$ cat src/rtl/cpu_mailbox_pkg.sv
// Shared register map and bit positions for the cpu6502 mailbox responder.
package cpu_mailbox_pkg;

  typedef enum logic [1:0] {
    REG_DATA   = 2'd0,
    REG_STATUS = 2'd1,
    REG_IEN    = 2'd2,
    REG_DONE   = 2'd3
  } reg_sel_e;

  localparam int unsigned ST_TX_FULL  = 0;
  localparam int unsigned ST_TX_EMPTY = 1;
  localparam int unsigned ST_RX_EMPTY = 2;
  localparam int unsigned ST_RX_FULL  = 3;
  localparam int unsigned ST_OVF      = 4;
  localparam int unsigned ST_UDF      = 5;

  localparam int unsigned IEN_RX = 0;
  localparam int unsigned IEN_TX = 1;

endpackage

$ cat src/rtl/cpu_mailbox_fifo.sv
// Fall-through byte FIFO; a pop on empty is ignored, a push on full lands only with a same-cycle pop.
module mailbox_fifo #(
  parameter int unsigned DEPTH = 8,
  parameter int unsigned AW    = 3
) (
  input  logic          clk,
  input  logic          reset_n,
  input  logic          push,
  input  logic          pop,
  input  logic [7:0]    wdata,
  output logic [7:0]    rdata,
  output logic          full,
  output logic          empty,
  output logic [AW:0]   count
);

  logic [7:0]    mem [DEPTH];
  logic [AW-1:0] wr_ptr;
  logic [AW-1:0] rd_ptr;
  logic          do_push;
  logic          do_pop;

  assign empty   = (count == '0);
  assign full    = (count == (AW+1)'(DEPTH));
  assign do_pop  = pop & ~empty;
  assign do_push = push & (~full | do_pop);
  assign rdata   = mem[rd_ptr];

  always_ff @(posedge clk) begin
    if (do_push) mem[wr_ptr] <= wdata;
  end

  always_ff @(posedge clk or negedge reset_n) begin
    if (!reset_n) begin
      wr_ptr <= '0;
      rd_ptr <= '0;
      count  <= '0;
    end else begin
      if (do_push) wr_ptr <= wr_ptr + 1'b1;
      if (do_pop)  rd_ptr <= rd_ptr + 1'b1;
      case ({do_push, do_pop})
        2'b10:   count <= count + 1'b1;
        2'b01:   count <= count - 1'b1;
        default: ;
      endcase
    end
  end

endmodule

$ cat src/rtl/cpu_mailbox.sv
// Memory-mapped mailbox on the cpu6502 bus: CPU stores feed a TX stream, host RX stream feeds CPU loads.
module cpu_mailbox
  import cpu_mailbox_pkg::*;
#(
  parameter int unsigned DEPTH = 8,
  parameter int unsigned AW    = 3
) (
  input  logic       clk,
  input  logic       reset_n,
  input  logic       phi2,
  input  logic       ce,
  input  logic       rw,
  input  logic [1:0] reg_addr,
  input  logic [7:0] wdata,
  output logic [7:0] rdata,
  output logic       irq_n,
  output logic       tx_valid,
  input  logic       tx_ready,
  output logic [7:0] tx_data,
  input  logic       rx_valid,
  output logic       rx_ready,
  input  logic [7:0] rx_data,
  output logic       done,
  output logic [7:0] done_code
);

  reg_sel_e    sel;
  logic        phi2_q;
  logic        stb;
  logic        tx_push, tx_pop, tx_full, tx_empty;
  logic        rx_push, rx_pop, rx_full, rx_empty;
  logic [7:0]  rx_head;
  logic [AW:0] tx_count, rx_count;
  logic        ovf, udf;
  logic [1:0]  ien;
  logic [7:0]  status;
  logic        unused_counts;

  assign sel     = reg_sel_e'(reg_addr);
  assign stb     = ce & phi2 & ~phi2_q;
  assign tx_push = stb & ~rw & (sel == REG_DATA);
  assign rx_pop  = stb &  rw & (sel == REG_DATA);
  assign tx_valid = ~tx_empty;
  assign tx_pop   = tx_valid & tx_ready;
  // A CPU pop in the same cycle frees a slot, so a full RX FIFO still accepts the host byte.
  assign rx_ready = ~rx_full | rx_pop;
  assign rx_push  = rx_valid & rx_ready;
  assign unused_counts = ^{tx_count, rx_count};

  mailbox_fifo #(.DEPTH(DEPTH), .AW(AW)) u_tx (
    .clk(clk), .reset_n(reset_n), .push(tx_push), .pop(tx_pop), .wdata(wdata),
    .rdata(tx_data), .full(tx_full), .empty(tx_empty), .count(tx_count)
  );

  mailbox_fifo #(.DEPTH(DEPTH), .AW(AW)) u_rx (
    .clk(clk), .reset_n(reset_n), .push(rx_push), .pop(rx_pop), .wdata(rx_data),
    .rdata(rx_head), .full(rx_full), .empty(rx_empty), .count(rx_count)
  );

  assign status = {2'b00, udf, ovf, rx_full, rx_empty, tx_empty, tx_full};

  always_comb begin
    rdata = '0;
    if (ce & rw) begin
      case (sel)
        REG_DATA:   rdata = rx_empty ? 8'h00 : rx_head;
        REG_STATUS: rdata = status;
        REG_IEN:    rdata = {6'b0, ien};
        REG_DONE:   rdata = done_code;
        default:    rdata = '0;
      endcase
    end
  end

  always_ff @(posedge clk or negedge reset_n) begin
    if (!reset_n) begin
      phi2_q    <= 1'b0;
      irq_n     <= 1'b1;
      ovf       <= 1'b0;
      udf       <= 1'b0;
      ien       <= '0;
      done      <= 1'b0;
      done_code <= '0;
    end else begin
      phi2_q <= phi2;
      irq_n  <= ~((ien[IEN_RX] & ~rx_empty) | (ien[IEN_TX] & tx_empty));
      if (rx_pop & rx_empty) udf <= 1'b1;
      if (stb & ~rw) begin
        case (sel)
          REG_DATA: if (tx_full & ~tx_pop) ovf <= 1'b1;
          REG_STATUS: begin
            if (wdata[ST_OVF]) ovf <= 1'b0;
            if (wdata[ST_UDF]) udf <= 1'b0;
          end
          REG_IEN: ien <= wdata[1:0];
          REG_DONE: begin
            done      <= 1'b1;
            done_code <= wdata;
          end
          default: ;
        endcase
      end
    end
  end

endmodule

$ cat config.mk
export PLATFORM = sky130hd
export DESIGN_NAME = cpu_mailbox
export DESIGN_NICKNAME = d
export VERILOG_FILES = /design/src/rtl/cpu_mailbox_pkg.sv /design/src/rtl/cpu_mailbox_fifo.sv /design/src/rtl/cpu_mailbox.sv
export SDC_FILE = /design/constraint.sdc
export NUM_CORES = 1
export LEC_CHECK = 0
export ABC_AREA = 1
export CAP_MARGIN = 40
export CORE_MARGIN = 8
export CORE_UTILIZATION = 25
export CTS_CLUSTER_DIAMETER = 120
export DETAILED_ROUTE_END_ITERATION = 10
export MAX_ROUTING_LAYER = met4
export SETUP_SLACK_MARGIN = 0.5
export SYNTH_ARGS = -nofsm -noshare
export SYNTH_HDL_FRONTEND = slang
export SYNTH_SLANG_ARGS = --single-unit
$ cat constraint.sdc
create_clock -name clk -period 3.2 [get_ports clk]
set_input_delay 0.64 -clock clk [delete_from_list [all_inputs] [get_ports clk]]
set_output_delay 0.64 -clock clk [all_outputs]
set_load 0.02 [all_outputs]
# Word level (Yosys, flattened, before mapping)
# Memories as Yosys holds them, arrays and structs flattened.
# Cells that the tools add are included.
[word_totals] regBits=35 mem_count=2 output_inout_bits=28 word_cells=88 ram_bits=128 in_bits=25
[mem_list] memory="u_rx.mem" depth=8 word_bits=8 read_ports=1 rd_ports_with_merged_regs=0 write_ports=1 line_no="cpu_mailbox_fifo.sv:17" text="logic [7:0] mem [DEPTH];"
[mem_list] memory="u_tx.mem" depth=8 word_bits=8 read_ports=1 rd_ports_with_merged_regs=0 write_ports=1 line_no="cpu_mailbox_fifo.sv:17"
[op_classes] n_reduce_logical=9 bitwise_logic=29 addsub=8 eq_ne=11 n_mux=16
[ops] operator="$pmux 8 s4" n=1
[ops] operator="$and 1x1->1" n=17
[ops] operator="$mux 8" n=2
[ops] operator="$pmux 4 s2" n=2
[ops] operator="$add 3x1->3 const B" n=4
[ops] operator="$mux 1" n=10
[ops] operator="$add 4x1->4 const B" n=2
[ops] operator="$eq 2x2->1 const B" n=4
[ops] operator="$eq 4x4->1 const B" n=2
[ops] operator="$logic_not 4->1" n=2
[ops] operator="$not 1->1" n=8
[ops] operator="$sub 4x1->4 const B" n=2
[ops] operator="$eq 2x1->1 const B" n=3
[ops] operator="$reduce_bool 2->1" n=3
[ops] operator="$or 1x1->1" n=4
[ops] operator="$reduce_and 2->1" n=2
[ops] operator="$reduce_and 4->1" n=1
[ops] operator="$logic_not 2->1" n=1
[ops] operator="$ne 2x1->1 const B" n=1
[ops] operator="$ne 2x2->1 const B" n=1
[ops] operator="$pmux 1 s2" n=1

# Depth between registers and ports, before layout
[logic_depth] depth_word=9 mapped_depth=15 depth_no_buf=15

# By module
# Synthesis repeated with hierarchy kept, for this count alone.
[unflattened] hier_cells=637 area_unflattened_um2=7140.6
[modules_own_cells] module="mailbox_fifo" area_each_um2=3118.0 seq_area_each_um2=2172.1 cells_each=255 instances=2
[modules_own_cells] module="cpu_mailbox" area_each_um2=904.6 seq_area_each_um2=376.6 cells_each=127 instances=1

# Least setup slack after synthesis
# Ideal clock, no wire load.
[synth_path] path_type="input port to flip-flop" from="input reg_addr[0]" to="register u_rx.count[2]" required_time_ps=3072 setup_slack_ps=581 stages=14 arrival_time_ps=2491 cell_sequence="inv_1 nand2_2 nor3_2 nand2_1 nand2_4 nand2_4 ha_1 nor2_1 nor2_1 ha_1 a21o_1 or2_2 nand3_1 o21ai_0"
[synth_between] elab_chain_cells=7
[synth_rtl] element="from (decl)" line_no="cpu_mailbox.sv:13" text="input logic [1:0] reg_addr,"
[synth_rtl] element="$logic_not 2->1 *" line_no="cpu_mailbox.sv:42" text="assign rx_pop = stb & rw & (sel == REG_DATA);"
[synth_rtl] element="$and 1x1->1 *" line_no="cpu_mailbox.sv:42"
[synth_rtl] element="$or 1x1->1 *" line_no="cpu_mailbox.sv:46" text="assign rx_ready = ~rx_full | rx_pop;"
[synth_rtl] element="via rx_ready" line_no="cpu_mailbox.sv:21" text="output logic rx_ready,"
[synth_rtl] element="$and 1x1->1 *" line_no="cpu_mailbox.sv:47" text="assign rx_push = rx_valid & rx_ready;"
[synth_rtl] element="$and 1x1->1 *" line_no="cpu_mailbox_fifo.sv:26" text="assign do_push = push & (~full | do_pop);"
[synth_rtl] element="$eq 2x1->1 / $eq 2x2->1 (equally long branches)" line_no="cpu_mailbox_fifo.sv:41" text="case ({do_push, do_pop})"
[synth_rtl] element="$pmux 4 s2 / $reduce_bool 2->1 (equally long branches)"
[synth_rtl] element="to (signal assigned)" line_no="cpu_mailbox_fifo.sv:42" text="2'b10: count <= count + 1'b1;"
[synth_rtl] element="to (signal assigned)" line_no="cpu_mailbox_fifo.sv:43" text="2'b01: count <= count - 1'b1;"
[synth_rtl] element="to (decl)" line_no="cpu_mailbox_fifo.sv:14" text="output logic [AW:0] count"
# Mark *: on every way through the listed nets, which the timed path passes. The rest lies on a longest branch.
# A chain may end at the register's enable or synchronous reset.

# Worst setup path after layout
[layout_path] from="input rw" to="output rx_ready"
[layout_between] elab_chain_cells=3
[layout_rtl] element="from (decl)" line_no="cpu_mailbox.sv:12" text="input logic rw,"
[layout_rtl] element="$and 1x1->1 (2 in series)" line_no="cpu_mailbox.sv:42"
[layout_rtl] element="$or 1x1->1" line_no="cpu_mailbox.sv:46"
[layout_rtl] element="to (decl)" line_no="cpu_mailbox.sv:21"
# Every way passes these cells.

==> results.md <==
- Run status: completed
- Synth Instances: roughly 720
- Reg-to-Reg Start: u_tx.count[1]$_DFFE_PN0P_
- Top post-synthesis cells by area: edfxtp_1 (53%), dfrtp_1 (12%), nand2_1 (9.4%), nand3_1 (4.7%), inv_1 (4.3%)
- Core Area: between 20000 and 30000 µm²
- Global-route wire length before repair: approximately 27 mm
- CP Max Fanout: 3
- Worst setup SP type: primary input
- Hold Crit Class: flop to flop
- Syn Area/Cell: slightly above 10 µm²
- Yosys warns: 0
- Maximum VDD drop: about 380 µV
- Row count: between 60 and 70
- Nets@finish: 861
- Slew @ Worst Pin: between 0.4 and 0.5 ns
- Final Cell Area: ~9300 µm²
- Hold Path Sink: done$_DFFE_PN0P_
- WL per Instance: approximately 14 µm
- Worst rel slew slack: 68.8%
- Final core utilization: between 30% and 40%
- PD cells: a little under 800 nW/µm²
- Area fraction of the dominant cell type after synthesis: 52.8%
- Post-synth top cells: nand2_1 (182), edfxtp_1 (128), inv_1 (83)
- H-tree depth: 4
- Required @ worst endpoint: between 2 and 3 ns
- RSZ-0062 raised after global routing: yes
- WS Path Type: primary input to output pin
- R2r endpoint: u_tx.count[3]$_DFFE_PN0P_
- Hold depth: 2
- Initial antenna violation count: 2
- CTS tree: built
- Clk sinks: ~160
- Worst EP arrival: between 1.5 and 2 ns
- Placed Instances: around 1200
- R2r setup slk: 0.84 ns
- CP endpoint kind: output pin
- Max-Cap Viols: 0
- Max Freq: 383 MHz
- Endpoints failing setup: 0
- CTS Buf Count: 17
- Post-route clock period utilization: 81.5%
- Area growth, synth to finish: 28.1%
- DRT iter0 DRCs: a little over 300
- Most frequent cell after synthesis: nand2_1
- Post-DR vias/cell: approximately 4.2
- Place WS: -0.121 ns
- Worst Clk Skew: roughly 0.010 ns
- DRT Pass-1 Iters: 4
- Non-filler cells, final: about 1200
- Starting density of the core: 25.4%
- Overflow after GRT: 0
- DR DRC count: 0
- Synth Net Count: roughly 760
- Fin. max-slew vios: 0
- Die X: ~190 µm
- Cell accounting for the most synthesized area: edfxtp_1
- Largest net degree at the start of global routing: 35
- PnR worst setup slack: 0.592 ns
- Worst Hold Launch: done$_DFFE_PN0P_
- EDFF count, synth: approximately 130
- Final ANT Viol Nets: 0
- GRT Overall Usage: 9.96%
- Synth cell types: 33
- Gpl congestion: 0.774
- Die H: 187 µm
- Drt total wl: ~17 mm
- Share of synthesized registers carrying an async set or reset: a little over a fifth
- Final worst path period need: between 2 and 3 ns
- HPWL after detailed placement: between 10 and 15 mm
- DP Area: around 8600 µm²
- Total chip power: 7.37 mW
- Clock insertion delay at the later pin of the skew report: between 0.4 and 0.5 ns
- Hold Worst Slack: 0.473 ns
- Share of cells above drive strength 1: about 17%
- Bufs on Longest Clock Path: 2
- #FFs+latches synth: ~160
- Root buf cell: clkbuf_16
- Port bufs: 52
- Worst Reg-to-Reg Cells: 12
- Synth Flop Type: edfxtp_1
- Sum Neg Setup Slack: 0 ns
- Number of global-route vias before repair: between 4000 and 5000
- Clk slew on worst S/H paths: ~0.070 ns
- Cell Area, Synth: about 7300 µm²
- Pleak: around 3.9 nW
- N_diodes: 0
- Die area: approximately 35000 µm²
- Hold Fails Final Rpt: 0
- Via Count: roughly 5100
- Number of placed I/O pins: 53
- Sequential area share after synthesis: 64.8%
kinds of logic after synthesis:
group           count (synthesis)  synth area share [%]
xor+xnor                        8                 0.962
simple gates                  344                  20.4
fa+ha+maj                      11                  1.99
compound gates                 82                  5.87
buf+inv                       113                  5.99
flops                         163                  64.8
placed cells by master (no fill, tap or decap), types with 7 or more instances in the layout:
cell type	instances
edfxtp_1	128
clkdlybuf4s50_1	31
a21oi_2	7
nand2_1	180
buf_4	51
o21ai_1	7
dfrtp_1	32
ha_1	8
inv_1	80
clkbuf_16	19
o21ai_0	58
nor2_1	71
nand3_1	66
buf_2	7
registers in the layout, indices dropped and copies added (netlist names), 2 cells and up:
name and cells:
u_rx.mem 64, done_code 8, u_rx.count 4, u_tx.count 4
u_tx.wr_ptr 3, u_rx.rd_ptr 3, ien 2, u_tx.rd_ptr 3
u_rx.wr_ptr 3, u_tx.mem 64
what timing repair did:
action	4_1_cts	5_1_grt
hold buffers	1	0
endpoints found under the setup margin	17	12
endpoints found under the hold margin	1	0
gates cloned	0	2
pin swaps	1	4
setup buffers	2	5
gates resized for setup	58	39
worst max-delay path by stage:
stage                            from                         to  slack, ns  cells after the start
final                              rw                   rx_ready       0.59                      8
after global routing               rw  u_rx.count[2]$_DFFE_PN0P_       0.47                     15
after CTS                 reg_addr[0]                   rdata[4]       0.42                      8
after detailed placement  reg_addr[0]                   rdata[1]      -0.12                      9
after global placement    reg_addr[0]                   rdata[1]      -0.12                      9
after floorplan           reg_addr[0]  u_rx.count[2]$_DFFE_PN0P_       0.58                     14
where the power goes:
| part | switching, mW | total (mW) | internal, mW |
|---|---|---|---|
| registers | 0.213 | 2.78 | 2.56 |
| logic | 1.62 | 2.61 | 0.994 |
| clock network | 0.933 | 1.98 | 1.05 |
| total | 2.76 | 7.37 | 4.60 |
metal layers:
| layer | wire (µm) | vias up | track usage [%] |
|---|---|---|---|
| met4 | 167 | 0 | 2.75 |
| met2 | 8180 | 95 | 16.2 |
| met1 | 7690 | 2399 | 12.3 |
| li1 | - | 2594 | - |
| met3 | 752 | 18 | 2.33 |
| met5 | 0 | - | - |
worst max-delay path: stages:
cell	delay [ns]
clkdlybuf4s50_1	0.52
buf_4	0.17
inv_1	0.07
nor3_4	0.13
nand2_2	0.10
nand2_4	0.10
buf_4	0.11
buf_4	0.13
final cells by class:
type                            count  area (µm²)
Clock inverter                     15         154
Fill cell                        2892       19400
Tap cell                          384         480
Multi-Input combinational cell    445        2240
Clock buffer                       17         425
Sequential cell                   163        4720
Timing Repair Buffer              108         963
Inverter                           90         343
No activity file was read; power rests on OpenSTA's default activity.
